**src/rtl/ex_div_unit.sv**
```systemverilog
// Iterative RV32M divide/remainder unit for the EX stage: restoring radix-2, one quotient bit per cycle.
// Optional macro DIV_FAST_SPECIAL_EN short-circuits divide-by-zero and signed overflow straight to DONE.

package ex_defs_pkg;
  localparam int unsigned DATA_WIDTH = 32;
endpackage

module ex_div_unit
  import ex_defs_pkg::*;
(
  input  logic                  clk,
  input  logic                  rst_n,
  input  logic                  start_i,
  input  logic [1:0]            op_i,
  input  logic [DATA_WIDTH-1:0] rs1_i,
  input  logic [DATA_WIDTH-1:0] rs2_i,
  input  logic                  flush_i,
  output logic                  stall_o,
  output logic                  busy_o,
  output logic                  done_o,
  output logic [DATA_WIDTH-1:0] result_o
);

  localparam int unsigned CNT_W = $clog2(DATA_WIDTH + 1);

  typedef enum logic [1:0] {
    S_IDLE = 2'd0,
    S_BUSY = 2'd1,
    S_DONE = 2'd2
  } state_t;

  state_t                r_state;
  state_t                w_state_nxt;
  logic                  r_busy;
  logic                  r_done;
  logic                  w_busy_nxt;
  logic                  w_done_nxt;
  logic                  w_accept;
  logic                  w_step;
  logic                  w_finish;
  logic                  w_fast_accept;

  logic [1:0]            r_op;
  logic [DATA_WIDTH-1:0] r_dvd;
  logic [DATA_WIDTH-1:0] r_dsr;
  logic [DATA_WIDTH-1:0] r_quot;
  logic [DATA_WIDTH-1:0] r_rem;
  logic                  r_q_neg;
  logic                  r_r_neg;
  logic [CNT_W-1:0]      r_cnt;
  logic [DATA_WIDTH-1:0] r_result;

  logic                  w_signed;
  logic                  w_a_neg;
  logic                  w_b_neg;
  logic [DATA_WIDTH-1:0] w_a_mag;
  logic [DATA_WIDTH-1:0] w_b_mag;
  logic                  w_in_div0;
  logic                  w_special;
  logic [DATA_WIDTH-1:0] w_fast_res;

  logic [DATA_WIDTH:0]   w_rem_sh;
  logic [DATA_WIDTH:0]   w_diff;
  logic                  w_qbit;
  logic [DATA_WIDTH-1:0] w_rem_nxt;
  logic [DATA_WIDTH-1:0] w_quot_nxt;
  logic [DATA_WIDTH-1:0] w_q_fix;
  logic [DATA_WIDTH-1:0] w_r_fix;
  logic [DATA_WIDTH-1:0] w_result_nxt;

  // Operand conditioning at acceptance: DIV/REM (op_i[0]==0) are signed
  assign w_signed  = ~op_i[0];
  assign w_a_neg   = w_signed & rs1_i[DATA_WIDTH-1];
  assign w_b_neg   = w_signed & rs2_i[DATA_WIDTH-1];
  assign w_a_mag   = w_a_neg ? -rs1_i : rs1_i;
  assign w_b_mag   = w_b_neg ? -rs2_i : rs2_i;
  assign w_in_div0 = (rs2_i == '0);

`ifdef DIV_FAST_SPECIAL_EN
  logic w_in_ovf;
  assign w_in_ovf  = w_signed & (rs1_i == {1'b1, {(DATA_WIDTH-1){1'b0}}}) & (&rs2_i);
  assign w_special = w_in_div0 | w_in_ovf;
  assign w_fast_res = op_i[1] ? (w_in_div0 ? rs1_i : '0)
                              : (w_in_div0 ? '1 : {1'b1, {(DATA_WIDTH-1){1'b0}}});
`else
  assign w_special  = 1'b0;
  assign w_fast_res = '0;
`endif

  // One restoring shift-subtract step
  assign w_rem_sh   = {r_rem, r_dvd[DATA_WIDTH-1]};
  assign w_diff     = w_rem_sh - {1'b0, r_dsr};
  assign w_qbit     = ~w_diff[DATA_WIDTH];
  assign w_rem_nxt  = w_qbit ? w_diff[DATA_WIDTH-1:0] : w_rem_sh[DATA_WIDTH-1:0];
  assign w_quot_nxt = {r_quot[DATA_WIDTH-2:0], w_qbit};

  // Sign fixup; a zero divisor never negates the all-ones quotient
  assign w_q_fix      = (r_q_neg & ~r_op[0]) ? -w_quot_nxt : w_quot_nxt;
  assign w_r_fix      = (r_r_neg & ~r_op[0]) ? -w_rem_nxt  : w_rem_nxt;
  assign w_result_nxt = r_op[1] ? w_r_fix : w_q_fix;

  always_comb begin
    w_state_nxt   = r_state;
    w_accept      = 1'b0;
    w_step        = 1'b0;
    w_finish      = 1'b0;
    w_fast_accept = 1'b0;
    case (r_state)
      S_IDLE: begin
        if (start_i && !flush_i) begin
          w_accept = 1'b1;
          if (w_special) begin
            w_fast_accept = 1'b1;
            w_state_nxt   = S_DONE;
          end else begin
            w_state_nxt = S_BUSY;
          end
        end
      end
      S_BUSY: begin
        if (flush_i) begin
          w_state_nxt = S_IDLE;
        end else begin
          w_step = 1'b1;
          if (r_cnt == CNT_W'(1)) begin
            w_finish    = 1'b1;
            w_state_nxt = S_DONE;
          end
        end
      end
      S_DONE:  w_state_nxt = S_IDLE;
      default: w_state_nxt = S_IDLE;
    endcase
    w_busy_nxt = (w_state_nxt == S_BUSY);
    w_done_nxt = (w_state_nxt == S_DONE);
  end

  always_ff @(posedge clk or negedge rst_n) begin
    if (!rst_n) begin
      r_state <= S_IDLE;
      r_busy  <= 1'b0;
      r_done  <= 1'b0;
    end else begin
      r_state <= w_state_nxt;
      r_busy  <= w_busy_nxt;
      r_done  <= w_done_nxt;
    end
  end

  always_ff @(posedge clk or negedge rst_n) begin
    if (!rst_n) begin
      r_op     <= '0;
      r_dvd    <= '0;
      r_dsr    <= '0;
      r_quot   <= '0;
      r_rem    <= '0;
      r_q_neg  <= 1'b0;
      r_r_neg  <= 1'b0;
      r_cnt    <= '0;
      r_result <= '0;
    end else begin
      if (w_accept) begin
        r_op    <= op_i;
        r_dvd   <= w_a_mag;
        r_dsr   <= w_b_mag;
        r_quot  <= '0;
        r_rem   <= '0;
        r_q_neg <= (rs1_i[DATA_WIDTH-1] ^ rs2_i[DATA_WIDTH-1]) & ~w_in_div0;
        r_r_neg <= rs1_i[DATA_WIDTH-1];
        r_cnt   <= CNT_W'(DATA_WIDTH);
      end
      if (w_step) begin
        r_dvd  <= r_dvd << 1;
        r_quot <= w_quot_nxt;
        r_rem  <= w_rem_nxt;
        r_cnt  <= r_cnt - CNT_W'(1);
      end
      if (w_finish) begin
        r_result <= w_result_nxt;
      end
      if (w_fast_accept) begin
        r_result <= w_fast_res;
      end
    end
  end

  // Stall holds the front end from acceptance until the DONE edge
  assign stall_o  = w_accept | (r_state == S_BUSY);
  assign busy_o   = r_busy;
  assign done_o   = r_done;
  assign result_o = r_result;

endmodule

```
**config.mk**
```make
export PLATFORM = sky130hd
export DESIGN_NAME = ex_div_unit
export DESIGN_NICKNAME = d
export VERILOG_FILES = /design/src/rtl/ex_div_unit.sv
export SDC_FILE = /design/constraint.sdc
export NUM_CORES = 1
export LEC_CHECK = 0
export BUFFER_PORTS_ARGS = -buffer_cell sky130_fd_sc_hd__buf_2
export CAP_MARGIN = 20
export CORE_MARGIN = 2
export CORE_UTILIZATION = 48
export DETAILED_ROUTE_END_ITERATION = 6
export PLACE_DENSITY_LB_ADDON = 0.12
export SKIP_LAST_GASP = 1
export SLEW_MARGIN = 20
export SYNTH_ARGS = -nofsm -noshare
export SYNTH_HDL_FRONTEND = slang
export SYNTH_SLANG_ARGS = --single-unit
```
**constraint.sdc**
```tcl
create_clock -name clk -period 7.3 [get_ports clk]
set_clock_uncertainty 0.15 [all_clocks]
set_input_delay 0.365 -clock clk [delete_from_list [all_inputs] [get_ports clk]]
set_output_delay 0.365 -clock clk [all_outputs]
set_load 0.03 [all_outputs]
```
Yosys cells after proc, flatten, opt, wreduce, memory -nomap -nowiden. Cells that the tools add are included.

Register bits: 173. Bits in latches: 0. Bits in writable memories: 0. Bits in read-only memories: 0. Input port bits: 70. Output and inout bits: 35. Word-level logic and storage cells: 62. Memories: 0.

$add $sub $neg: 6. Multipliers: 0. Divide/modulo/power cells: 0. Magnitude comparators: 0. Equality and inequality tests: 4. Shift-type cells: 0. Mux-type cells: 24. Bitwise operators: 11. Reduce and logical (&&, ||, !) cells: 5.

Operator list (number): $mux 32 (10); $neg 32->32 (4); $sub 33x32->33 (1); $logic_not 32->1 (1); $mux 31 (1); $mux 6 (2); $mux 1 (7); $eq 6x1->1 const B (1); $mux 2 (3); $sub 6x1->6 const B (1); $and 1x1->1 (5); $eq 2x1->1 const B (2); $not 1->1 (4); $pmux 2 s2 (1); $eq 2x2->1 const B (1); $logic_not 2->1 (1); $reduce_bool 2->1 (1); $logic_and 1x1->1 (1); $logic_not 1->1 (1); $or 1x1->1 (1); $xor 1x1->1 (1).

Longest topological paths before layout.
Word-level depth: 6. Gate-level depth with buffers: 24. Depth with buffers taken out: 22.

Worst setup path after synthesis. OpenSTA, ideal clock, no wires.

Kind: flip-flop to flip-flop. Start: reg r_dvd[31]. End: reg r_result[30], in the netlist result_o[30]. Library setup time: 126 ps. Arrival time: 4906 ps. Required time: 7024 ps. Path slack: 2118 ps. Stages on the path, launching flop included: 24. Path buffers: 2. Clock period less this slack: 5182 ps. Cells stage by stage: dfrtp_1 -> inv_1 -> ha_1 -> fa_1 -> nand2b_1 -> a21oi_1 -> o211ai_1 -> a21o_1 -> a21oi_2 -> nor2_2 -> inv_2 -> clkbuf_1 -> clkbuf_1 -> nor2_1 -> a21oi_1 -> ha_1 -> nand2_1 -> nor3_1 -> nor4b_1 -> nand3_1 -> a32oi_1 -> nand2_1 -> or3_1 -> o311a_1.

Cells in the longest elaborated chain, start to end: 5. Elaborated cells between the ends (all ways): 8. Classes of those cells: add/sub (3); mux (4); bitwise (1).

RTL lines: from (decl) (line 44) `logic [DATA_WIDTH-1:0] r_dvd;`; from (signal assigned) (line 164) `r_dvd <= w_a_mag;`; from (signal assigned) (line 173) `r_dvd <= r_dvd << 1;`; $sub 33x32->33 (line 92) `assign w_diff = w_rem_sh - {1'b0, r_dsr};`; $mux 32 or $not 1->1 (tied branches) (line 94, 93); $neg 32->32 (on tied branches) (line 99, 98); $mux 32 (on tied branches) (line 99, 98); $mux 32 (*) (line 100) `assign w_result_nxt = r_op[1] ? w_r_fix : w_q_fix;`; to (signal assigned) (line 179) `r_result <= w_result_nxt;`; to (signal assigned) (line 182) `r_result <= w_fast_res;`; to (decl) (line 51) `logic [DATA_WIDTH-1:0] r_result;`.

Mark *: on every way between the ends. The rest lies on a longest branch, timed or not. A chain may end at the register's enable or synchronous reset.

Final worst setup path. Ends and elaborated chain as after synthesis.

==> results.cfg <==
[yosys]
synth_top_flop_cell = dfrtp_1
synthArstFlopShare_pct = 100
synthTopCellsByArea = dfrtp_1 36%, o21ai_0 8.2%, xnor2_1 5.6%, nand2_1 5.1%, a21oi_1 4.6%
synth.distinct_cells = 82
syn_area_um2 = 12000
synth-edff-count = 0
synth_top_cell_area_share_pct = 36.2
synth_nets = 1553
synth_warnings = 0
synth_top_cell_by_area = dfrtp_1
syn_area_per_cell_um2 = 8.28
yosysSeqAreaShare_pct = 36.2
synth_seq_cells = 173
syn-instance-count = 1444

[die]
die_w_um = 162
rows = 57
die_y_um = 162
start_util_pct = 49.0
core-area_um2 = 24400
die_area_um2 = 26200
ios = 105

[final_layout]
design_area_um2 = 13400
num-nets-final = 1619
nFillCells = 2370
most-common-layout-cells = 196 x o21ai_0, 173 x dfrtp_1, 161 x nand2_1
area_growth_pct = 11.7
drive_above_1_share_pct = 11.9
n_antenna_cell = 0
final_common_cell = o21ai_0

[critical_path]
critPathCaptureType = register
worstSetupStartpointType = register
critPathMaxFanout = 27
startpoint = r_dvd[31]
worstPathArrival_ps = 6220
crit_type = register to register
r2r_start = r_dvd[31]
crit_chain = inv_1, ha_1, fa_1, nand2b_1, a21oi_1, o211ai_1, a21o_1, a21oi_2, nor2_2, inv_2, nor2_1, a21oi_1, ha_1, nand2_1, nor3_1, nor4b_1, nand3_1, a32oi_1, nand2_1, or3_1, o311a_1
cp.required_ps = 7480
slowest_stage = a21oi_2
max_stage_delay_ps = 600

[pwr]
p_per_area_nw_per_um2 = 405
combPwrFrac_pct = 57.5
leakage_uw = 0.00584
seq_power_share_pct = 25.3
power_switching_share_pct = 49.2
p_int_uw = 2750
p_sw_uw = 2660
ir_worst_vdd_uv = 189
pwr-share-clk_pct = 17.2

[route]
wl_um = 34300
ant_nets = 0
num_vias = 11095
via_per_inst = 6.01
dr.pass1.iters = 5
drc = 0
wl_per_cell_um = 18.6
drtIter0Drc = 865

[worst_hold_path]
hold_start = rs2_i[31]
min_path_type = input port to register

[sta]
fin_crit_sh_pct = 82.7
tightest_slew_ps = 1080
rsz0062_at_grt = no
finalHoldViolations = 0
slew_headroom_pct = 27.6
final_max_slew_viol_count = 0
finalSetupTns_ps = 0
min_period_ps = 6040
fmax_ghz = 0.166
setup_viol = 0

[placed_design]
port_buffers = 104
placed_area_um2 = 12700
dp.final_hpwl_um = 25400
gp_congestion = 0.913

[clocking]
clock_latency_ps = 440
path_clk_slew_ps = 80
cts_tree = done
htree_levels = 4
cts_max_path_buffers = 2
postCtsSetupBuffers = 0
clkSinkCount = 173
cts_buffers = 17
cts_root_buf = clkbuf_16

[global_route]
antenna_found_initial = 0
grtUsageTotal_pct = 26.6
grt_max_degree = 103
grt_pass1_vias = 10257
grt_pass1_wl_um = 55700
grt.overflow.total = 0

[run_status]
status = finished, final reports clean

[job]
max_cap_viol_count = 0
## worst max-delay path, delay by kind of cell, from the launching register on
family	cells	cell delay (ps)
buffers and inverters	2	450
adders and majority gates	3	900
AOI/OAI and AO/OA	7	2260
and+or+nand+nor	9	1720
DFF	1	430
## cells in the mapped netlist, types with 5 or more instances
cell,number
a31oi_1,18
nand2_1,161
o22ai_1,5
a211oi_1,12
nor4_1,17
a22oi_1,34
a21o_1,11
or3_1,20
nor2b_1,7
o41ai_1,9
a41oi_1,5
clkbuf_1,57
or4_1,14
xor2_1,52
mux2i_1,21
a21oi_1,110
o21a_1,5
dfrtp_1,173
nor2_1,110
and2_1,10
nor3_1,21
buf_1,7
nand2b_1,10
a21boi_0,5
nand4_1,16
buf_2,10
inv_1,57
ha_1,38
a22o_1,33
nand3_1,13
o211ai_1,10
o21ai_1,5
xnor2_1,76
o21ai_0,196
o31ai_1,21
## path summary, 6_finish.rpt
kind | to | slack, ps | cells after the start
hold reg to reg | result_o[7] | 330 | 2
setup / recovery | result_o[30] | 1260 | 21
max in group asynchronous | r_dvd[21] | 5360 | 3
hold / removal | r_dsr[31] | 50 | 3
setup reg to reg | result_o[30] | 1260 | 21
min in group asynchronous | r_rem[3] | 380 | 2
## metal layers
layer  part of all wire [%]  up-vias  track usage [%]
met5                      0        -                0
met3                    5.9       29             3.42
met2                     44      340             40.8
li1                       -     5397                -
met1                     48     5329             39.7
met4                    1.8        0             7.16
## metrics by stage
stage	total power, uW	worst slack, ps	hold slack (ps)	std cells	util, %
after CTS	5360	1320	41.1	1847	54.8
after global routing	5790	788	74.5	1847	54.8
after global placement	4400	1490	309	1813	52.2
after floorplan	3540	2120	-80.6	1444	-
after detailed placement	4410	1360	319	1813	52.2
final	5410	1260	50.6	1847	54.8
## flip-flops by register name, summed over array words and instances (netlist names)
signal,flops
r_rem,32
r_quot,31
r_op,2
busy_o,1
result_o,32
r_q_neg,1
done_o,1
r_r_neg,1
r_state,2
r_dsr,32
r_dvd,32
r_cnt,6
## area by class of cell
class                           instances  area [um^2]  share of cell area (%)
Multi-Input combinational cell       1137         7130                    53.4
Sequential cell                       173         4330                    32.4
Timing Repair Buffer                  122          671                    5.02
Clock buffer                           18          439                    3.29
Tap cell                              324          405                    3.03
Inverter                               59          221                    1.66
Clock inverter                         14          163                    1.22
## power by group through the flow
stage	clock (uW)	combinational (uW)	sequential, uW
after global placement	0	3030	1370
after detailed placement	0	3030	1380
after floorplan	0	2150	1400
after CTS	945	3050	1360
after global routing	983	3410	1400
final	931	3110	1370
## what timing repair did
| item | in CTS | in global routing |
|---|---|---|
| hold buffers | 2 | 0 |
| hold endpoints to repair | 91 | 0 |
| endpoints found under the setup margin | 0 | 0 |
| gates resized for setup | 0 | 0 |
## kinds of logic after synthesis
kind of cell / synth area share [%]
compound gates: 26.9
xor+xnor: 9.37
fa+ha+maj: 4.14
buf+inv: 4.34
flops: 36.2
mux: 2.23
simple gates: 16.8
(Power assumes the default switching activity.)
